===== config.mk =====
export PLATFORM = sky130hd
export DESIGN_NAME = instr_fetch_decode
export DESIGN_NICKNAME = d
export VERILOG_FILES = /design/src/rtl/instr_fetch_decode_pkg.sv /design/src/rtl/instr_fetch_decode_fetch_watchdog.sv /design/src/rtl/instr_fetch_decode.sv
export SDC_FILE = /design/constraint.sdc
export NUM_CORES = 1
export LEC_CHECK = 0
export CAP_MARGIN = 20
export CORE_UTILIZATION = 25
export DETAILED_ROUTE_END_ITERATION = 8
export PLACE_DENSITY = 0.47
export SYNTH_ARGS = -nofsm -noshare
export SYNTH_HDL_FRONTEND = slang
export SYNTH_SLANG_ARGS = --single-unit

===== constraint.sdc =====
create_clock -name CLK -period 2.1 [get_ports CLK]
set_clock_uncertainty 0.2 [all_clocks]
set_input_delay 0.63 -clock CLK [delete_from_list [all_inputs] [get_ports CLK]]
set_output_delay 0.63 -clock CLK [all_outputs]
set_load 0.005 [all_outputs]

===== src/rtl/instr_fetch_decode_pkg.sv =====
`default_nettype none
// ============================================================================
// instr_fetch_decode_pkg : shared state encoding and instruction field layout
// Revision: 1.0
// ============================================================================
package instr_fetch_decode_pkg;

    typedef enum logic [2:0] {
        IDLE   = 3'd0,
        FETCH  = 3'd1,
        WAIT   = 3'd2,
        DECODE = 3'd3,
        ISSUE  = 3'd4,
        EXEC   = 3'd5,
        HALTED = 3'd6
    } state_t;

    localparam logic [3:0] HALT_OP_DEFAULT = 4'b1111;

    localparam int OPCODE_MSB = 15;
    localparam int OPCODE_LSB = 12;
    localparam int P1_MSB     = 11;
    localparam int P1_LSB     = 6;
    localparam int P2_MSB     = 5;
    localparam int P2_LSB     = 0;

    function automatic logic [3:0] get_opcode(input logic [15:0] word);
        return word[OPCODE_MSB:OPCODE_LSB];
    endfunction

    function automatic logic [5:0] get_p1(input logic [15:0] word);
        return word[P1_MSB:P1_LSB];
    endfunction

    function automatic logic [5:0] get_p2(input logic [15:0] word);
        return word[P2_MSB:P2_LSB];
    endfunction

endpackage
`default_nettype wire


===== src/rtl/instr_fetch_decode_fetch_watchdog.sv =====
`default_nettype none
// ============================================================================
// instr_fetch_decode_fetch_watchdog : EXEC-cycle counter with expiry flag
// Revision: 1.0
// ============================================================================
module instr_fetch_decode_fetch_watchdog #(
    parameter int TIMEOUT_CYCLES = 64
) (
    input  logic clk,
    input  logic rst_n,
    input  logic clear,
    input  logic enable,
    output logic expire
);

    localparam int             CW   = $clog2(TIMEOUT_CYCLES);
    localparam logic [CW-1:0]  LAST = CW'(TIMEOUT_CYCLES - 1);

    logic [CW-1:0] count;

    // Saturates at LAST; the FSM leaves EXEC on that cycle anyway.
    always_ff @(posedge clk or negedge rst_n) begin
        if (!rst_n) begin
            count <= '0;
        end else if (clear) begin
            count <= '0;
        end else if (enable && (count != LAST)) begin
            count <= count + CW'(1);
        end
    end

    assign expire = enable && (count == LAST);

endmodule
`default_nettype wire


===== src/rtl/instr_fetch_decode.sv =====
`default_nettype none
// ============================================================================
// instr_fetch_decode : PC owner, ROM fetch, decode and issue to controller
// Revision: 1.0
// ============================================================================
module instr_fetch_decode
    import instr_fetch_decode_pkg::*;
#(
    parameter int         PC_WIDTH       = 8,
    parameter int         TIMEOUT_CYCLES = 64,
    parameter logic [3:0] HALT_OP        = HALT_OP_DEFAULT
) (
    input  logic                CLK,
    input  logic                RESET,
    input  logic                RUN,
    output logic                mem_rd,
    output logic [PC_WIDTH-1:0] mem_addr,
    input  logic [15:0]         mem_data,
    output logic                START,
    output logic [3:0]          OPCODE,
    output logic [5:0]          p1,
    output logic [5:0]          p2,
    input  logic                PCinc,
    input  logic                finish,
    output logic [PC_WIDTH-1:0] pc,
    output logic                busy,
    output logic                halted,
    output logic                timeout_err
);

    state_t      state;
    logic [15:0] ir;
    logic        wd_expire;

    instr_fetch_decode_fetch_watchdog #(
        .TIMEOUT_CYCLES (TIMEOUT_CYCLES)
    ) u_watchdog (
        .clk    (CLK),
        .rst_n  (RESET),
        .clear  (state == ISSUE),
        .enable (state == EXEC),
        .expire (wd_expire)
    );

    assign mem_addr = pc;
    assign OPCODE   = get_opcode(ir);
    assign p1       = get_p1(ir);
    assign p2       = get_p2(ir);

    always_ff @(posedge CLK or negedge RESET) begin
        if (!RESET) begin
            state       <= IDLE;
            pc          <= '0;
            ir          <= '0;
            mem_rd      <= 1'b0;
            START       <= 1'b0;
            busy        <= 1'b0;
            halted      <= 1'b0;
            timeout_err <= 1'b0;
        end else begin
            mem_rd <= 1'b0;
            START  <= 1'b0;

            // PC moves only while the controller owns the instruction.
            if (PCinc && ((state == ISSUE) || (state == EXEC))) begin
                pc <= pc + PC_WIDTH'(1);
            end

            case (state)
                IDLE: begin
                    if (RUN) begin
                        state  <= FETCH;
                        mem_rd <= 1'b1;
                        busy   <= 1'b1;
                    end
                end
                FETCH: begin
                    state <= WAIT;
                end
                WAIT: begin
                    ir    <= mem_data;
                    state <= DECODE;
                end
                DECODE: begin
                    if (get_opcode(ir) == HALT_OP) begin
                        state  <= HALTED;
                        halted <= 1'b1;
                        busy   <= 1'b0;
                    end else begin
                        state <= ISSUE;
                        START <= 1'b1;
                    end
                end
                ISSUE: begin
                    state <= EXEC;
                end
                EXEC: begin
                    // A finish on the expiry cycle still counts as success.
                    if (finish) begin
                        if (RUN) begin
                            state  <= FETCH;
                            mem_rd <= 1'b1;
                        end else begin
                            state <= IDLE;
                            busy  <= 1'b0;
                        end
                    end else if (wd_expire) begin
                        state       <= HALTED;
                        halted      <= 1'b1;
                        timeout_err <= 1'b1;
                        busy        <= 1'b0;
                    end
                end
                HALTED: begin
                    state <= HALTED;
                end
                default: begin
                    state <= IDLE;
                    busy  <= 1'b0;
                end
            endcase
        end
    end

endmodule
`default_nettype wire


Word-level counts from Yosys, hierarchy flattened
Cells that the tools add are included.
- register bits: 38
- output and inout bits: 37
- word-level logic and storage cells: 63
- $add $sub $neg: 2
- equal/unequal tests: 15
- muxes and demuxes: 23
- bitwise logic cells: 2
- reductions and logical operators: 12
- operators by type and width (operator ; number):
    $pmux 3 s7 ; 1
    $mux 1 ; 13
    $mux 6 ; 2
    $eq 3x3->1 const B ; 3
    $mux 3 ; 3
    $add 8x1->8 const B ; 1
    $ne 2x2->1 const B ; 4
    $add 6x1->6 const B ; 1
    $eq 3x2->1 const B ; 2
    $eq 6x6->1 const B ; 1
    $ne 3x3->1 const B ; 2
    $ne 6x6->1 const B ; 1
    $reduce_and 5->1 ; 1
    $eq 4x4->1 const B ; 1
    $pmux 1 s2 ; 2
    $pmux 1 s4 ; 1
    $reduce_and 4->1 ; 1
    $reduce_bool 2->1 ; 2
    $reduce_or 4->1 ; 1
    $eq 3x1->1 const B ; 1
    $logic_and 1x1->1 ; 3
    $logic_not 3->1 ; 1
    $reduce_and 3->1 ; 1
    $mux 2 ; 1
    3 further kinds ; 4

Depth between registers and ports, before layout
- depth after elaboration: 5
- mapped depth: 5
- mapped depth without buffers: 4

Modules after synthesis
From an unflattened synthesis, not the netlist that was laid out.
- cells, all modules: 157
- area, all modules: 1826.8 um2
- modules (own cells, without submodules) (module ; instances ; cells each ; area an instance (um2)):
    instr_fetch_decode ; 1 ; 115 ; 1452.6
    instr_fetch_decode_fetch_watchdog ; 1 ; 42 ; 374.1

Worst setup path before layout
OpenSTA, ideal clock, no wires.
- path kind: reg2reg
- start: register state[0]
- end: register ir[0]
- library setup time: 0.125 ns
- data arrival time: 1.334 ns
- setup slack: 0.442 ns
- cell stages (with the launch flop): 4
- path buffers: 1
- cell sequence: dfrtp_1 > nor3b_2 > buf_6 > mux2_2
- longest elaborated chain between the ends: 1
- RTL lines (what ; line ; text):
    from (decl) ; instr_fetch_decode.sv:31 ; state_t state;
    from (signal assigned) ; instr_fetch_decode.sv:52 ; state <= IDLE;
    from (signal assigned) ; instr_fetch_decode.sv:72 ; state <= FETCH;
    from (signal assigned) ; instr_fetch_decode.sv:78 ; state <= WAIT;
    $eq 3x2->1 ; instr_fetch_decode.sv:69 ; case (state)
    to (signal assigned) ; instr_fetch_decode.sv:81 ; ir <= mem_data;
    to (decl) ; instr_fetch_decode.sv:32 ; logic [15:0] ir;
Every way passes these cells.
A chain may end at the register's enable or synchronous reset.

Final worst setup path
- start: register ir[14]
- end: output port OPCODE[2]
- RTL lines (what ; line ; text):
    to (decl) ; instr_fetch_decode.sv:20 ; output logic [3:0] OPCODE,
No word-level cell between the ends.

==> flow_metrics.py <==
metrics = {
    "global_routing": {
        "grt_overflow_total": 0,
        "globalRouteTotalUtil": 0.1171,
        "grt_max_degree": 39,
        "grt_pass1_wl_mm": 6.734,
        "first_global_vias": 1432,
        "antenna_found_initial": 0,
    },
    "critical_path": {
        "crit_family": "buffers and inverters",
        "start_kind": "register",
        "cp.required_ns": 1.27,
        "r2r_end": "state[1]$_DFFE_PN0P_",
        "crit_slowest_cell": "clkdlybuf4s50_1",
        "crit_arrival_ns": 1.21,
        "r2r_start": "u_watchdog.count[0]$_DFFE_PN0P_",
        "crit_chain": "clkdlybuf4s50_1",
        "critPathCaptureType": "primary output",
        "critPathMaxFanout": 4,
        "slowest_delay_ns": 0.53,
        "rr_worst_depth": 4,
        "critPathKind": "reg2out",
        "critPathBufInv": 1,
        "ff2ff_setup_slack_ns": 0.30,
    },
    "place": {
        "io_buffer_count": 57,
        "dp_cells": 299,
        "gp_congestion": 0.7090,
        "dp_hpwl_mm": 2.792,
    },
    "synth": {
        "synth_area_mm2": 0.001789,
        "synth_top_cell_area_share": 0.5315,
        "synth_most_common_cell": "dfrtp_1",
        "synth-edff-count": 0,
        "ys_types": 40,
        "seq_area_frac_synth": 0.5315,
        "synth.largest_area_cell": "dfrtp_1",
        "synth_common_cells": "dfrtp_1 (38), mux2_2 (17), nand2_1 (9), nor2_1 (9), buf_4 (8)",
        "synth.area.top_cells": "dfrtp_1 (53%), mux2_2 (11%), buf_4 (3.4%)",
        "ys_ff_latch": 38,
        "yosys_warnings": 0,
        "synth-async-reset-ratio": 1.000,
        "syn_avg_cell_area_um2": 11.54,
        "syn_inst": 155,
        "synth_fp_nets": 178,
        "synthFlopType": "dfrtp_1",
    },
    "layout": {
        "fin_nets": 240,
        "area_growth_pct": 43.78,
        "finalCoreUtilization": 0.3745,
        "drive_gt1_frac": 0.2064,
        "stdcell_count": 314,
        "antenna_cells": 0,
        "n_fill_cell": 699,
    },
    "detailed_routing": {
        "routed_via_density": 4.462,
        "wirelength_mm": 3.866,
        "detail-route-antenna-nets": 0,
        "drc_errors": 0,
        "firstDrtPassIters": 4,
        "dr.first_iter.drc_count": 66,
        "wire_per_inst_um": 12.31,
        "num_vias": 1401,
    },
    "die": {
        "die_w_um": 86.60,
        "ioPinCount": 58,
        "dieArea_mm2": 0.007500,
        "core-area_mm2": 0.006869,
        "start_util": 0.2605,
        "die-height_um": 86.60,
        "rows": 30,
    },
    "timing": {
        "slew_headroom": 0.6802,
        "timing.final.crit_period_ns": 2.037,
        "rsz0062_at_grt": "false",
        "report.final.slew_viol_count": 0,
        "period_share": 0.9699,
        "hold_violations": 0,
        "worst_pin_slew_ns": 0.4798,
        "setup_tns_ns": 0,
        "clock.fmax_mhz": 491.0,
        "setup_viol": 0,
    },
    "status": {
        "status": "completed",
    },
    "pwr": {
        "p_leak_nw": 1.065,
        "power.density_mw_per_mm2": 1281,
        "vdd_ir_drop_max_mv": 0.5627,
        "total_power_mw": 3.294,
    },
    "run": {
        "max-cap-violations": 0,
    },
    "cts": {
        "cts_tree": "yes",
        "clockBufferDepth": 2,
        "root_buffer": "clkbuf_8",
        "cts_sinks": 38,
        "numCtsBuffers": 5,
        "insertion_delay_ns": 0.29,
        "htree_num_levels": 2,
        "clk_pin_slew_worst_paths_ns": 0.08,
    },
    "worst_hold_path": {
        "hold_path_class": "in2async",
    },
}
-- layout by cell type, fill, tap and decap left out, drive strengths merged, types with 3 or more instances in the layout --
cell type | Yosys | layout
dfrtp | 38 | 38
a21oi | 4 | 4
nand3 | 5 | 5
clkbuf | 1 | 7
inv | 3 | 3
o21ai | 4 | 4
nand2 | 9 | 9
a211oi | 3 | 3
nor2 | 9 | 9
buf | 15 | 15
mux2 | 17 | 17
nand4 | 5 | 5
clkdlybuf4s50 | 0 | 55
xor2 | 4 | 4
nor3 | 4 | 4
xnor2 | 3 | 3
-- what timing repair did --
| item | in CTS | in global routing |
|---|---|---|
| endpoints found under the setup margin | 4 | 12 |
| endpoints found under the hold margin | 0 | 0 |
| setup buffers | 1 | 6 |
| hold buffers | 0 | 0 |
| resized for setup | 1 | 3 |
-- worst max path at each step --
stage	cells past startpoint	to	slack, ns	start
floorplan	3	ir[0]$_DFFE_PN0P_	0.44	state[0]$_DFFE_PN0P_
global placement	3	state[1]$_DFFE_PN0P_	0.03	finish
detailed placement	4	busy$_DFFE_PN0P_	0.03	RUN
CTS	1	mem_addr[0]	0.004	mem_addr[0]$_DFFE_PN0P_
global route	1	OPCODE[2]	0.0004	ir[14]$_DFFE_PN0P_
finish	1	OPCODE[2]	0.06	ir[14]$_DFFE_PN0P_
-- flip-flops by register name, indices dropped and copies added (netlist names), 3 cells and up --
signal and count:
ir 16, mem_addr 8, u_watchdog.count 6, state 3
-- report_power, final --
part / switching (mW) / internal (mW)
clock network: 0.255 / 0.265
registers: 0.263 / 1.02
logic: 0.520 / 0.970
total: 1.04 / 2.26
-- kinds of logic (layout without fill, tap and decap cells) --
| kind of cell | Yosys count | in the layout | synth area share |
|---|---|---|---|
| AO/OA/AOI/OAI | 24 | 24 | 0.09931 |
| flip-flops | 38 | 38 | 0.5315 |
| multiplexers | 17 | 17 | 0.1070 |
| XOR/XNOR | 7 | 7 | 0.03427 |
| adder cells (fa/ha/maj) | 2 | 2 | 0.01398 |
| AND/OR/NAND/NOR | 48 | 48 | 0.1490 |
| buffers and inverters | 19 | 82 | 0.06503 |
-- layout make-up --
class                      instances  area (um^2)  share of cell area
sequential                        38        954.7              0.3711
clock buffer                       7        86.33             0.03356
multi-input combinational         98        721.9              0.2806
timing repair buffer              71        673.1              0.2617
inverter                           3        11.26            0.004377
tap                               96        120.1             0.04669
clock inverter                     1        5.005            0.001946
-- per-layer routing --
layer / part of all wire / wire length (um) / global-route usage
met1: 0.45 / 1742 / 0.1376
met4: 0.0091 / 35 / 0.03636
met2: 0.46 / 1793 / 0.1912
met3: 0.076 / 295 / 0.05333
met5: 0 / 0 / 0
-- through the flow --
step / area, um^2 / hold slack, ns / setup WS (ns)
floorplan: 1789 / 0.1344 / 0.4415
global placement: 2422 / 0.2564 / 0.02985
detailed placement: 2422 / 0.2670 / 0.02900
CTS: 2522 / 0.1994 / 0.004397
global route: 2572 / 0.2146 / 0.0003960
finish: 2572 / 0.1800 / 0.06318
Note: power is estimated with default switching activity, not from simulation.
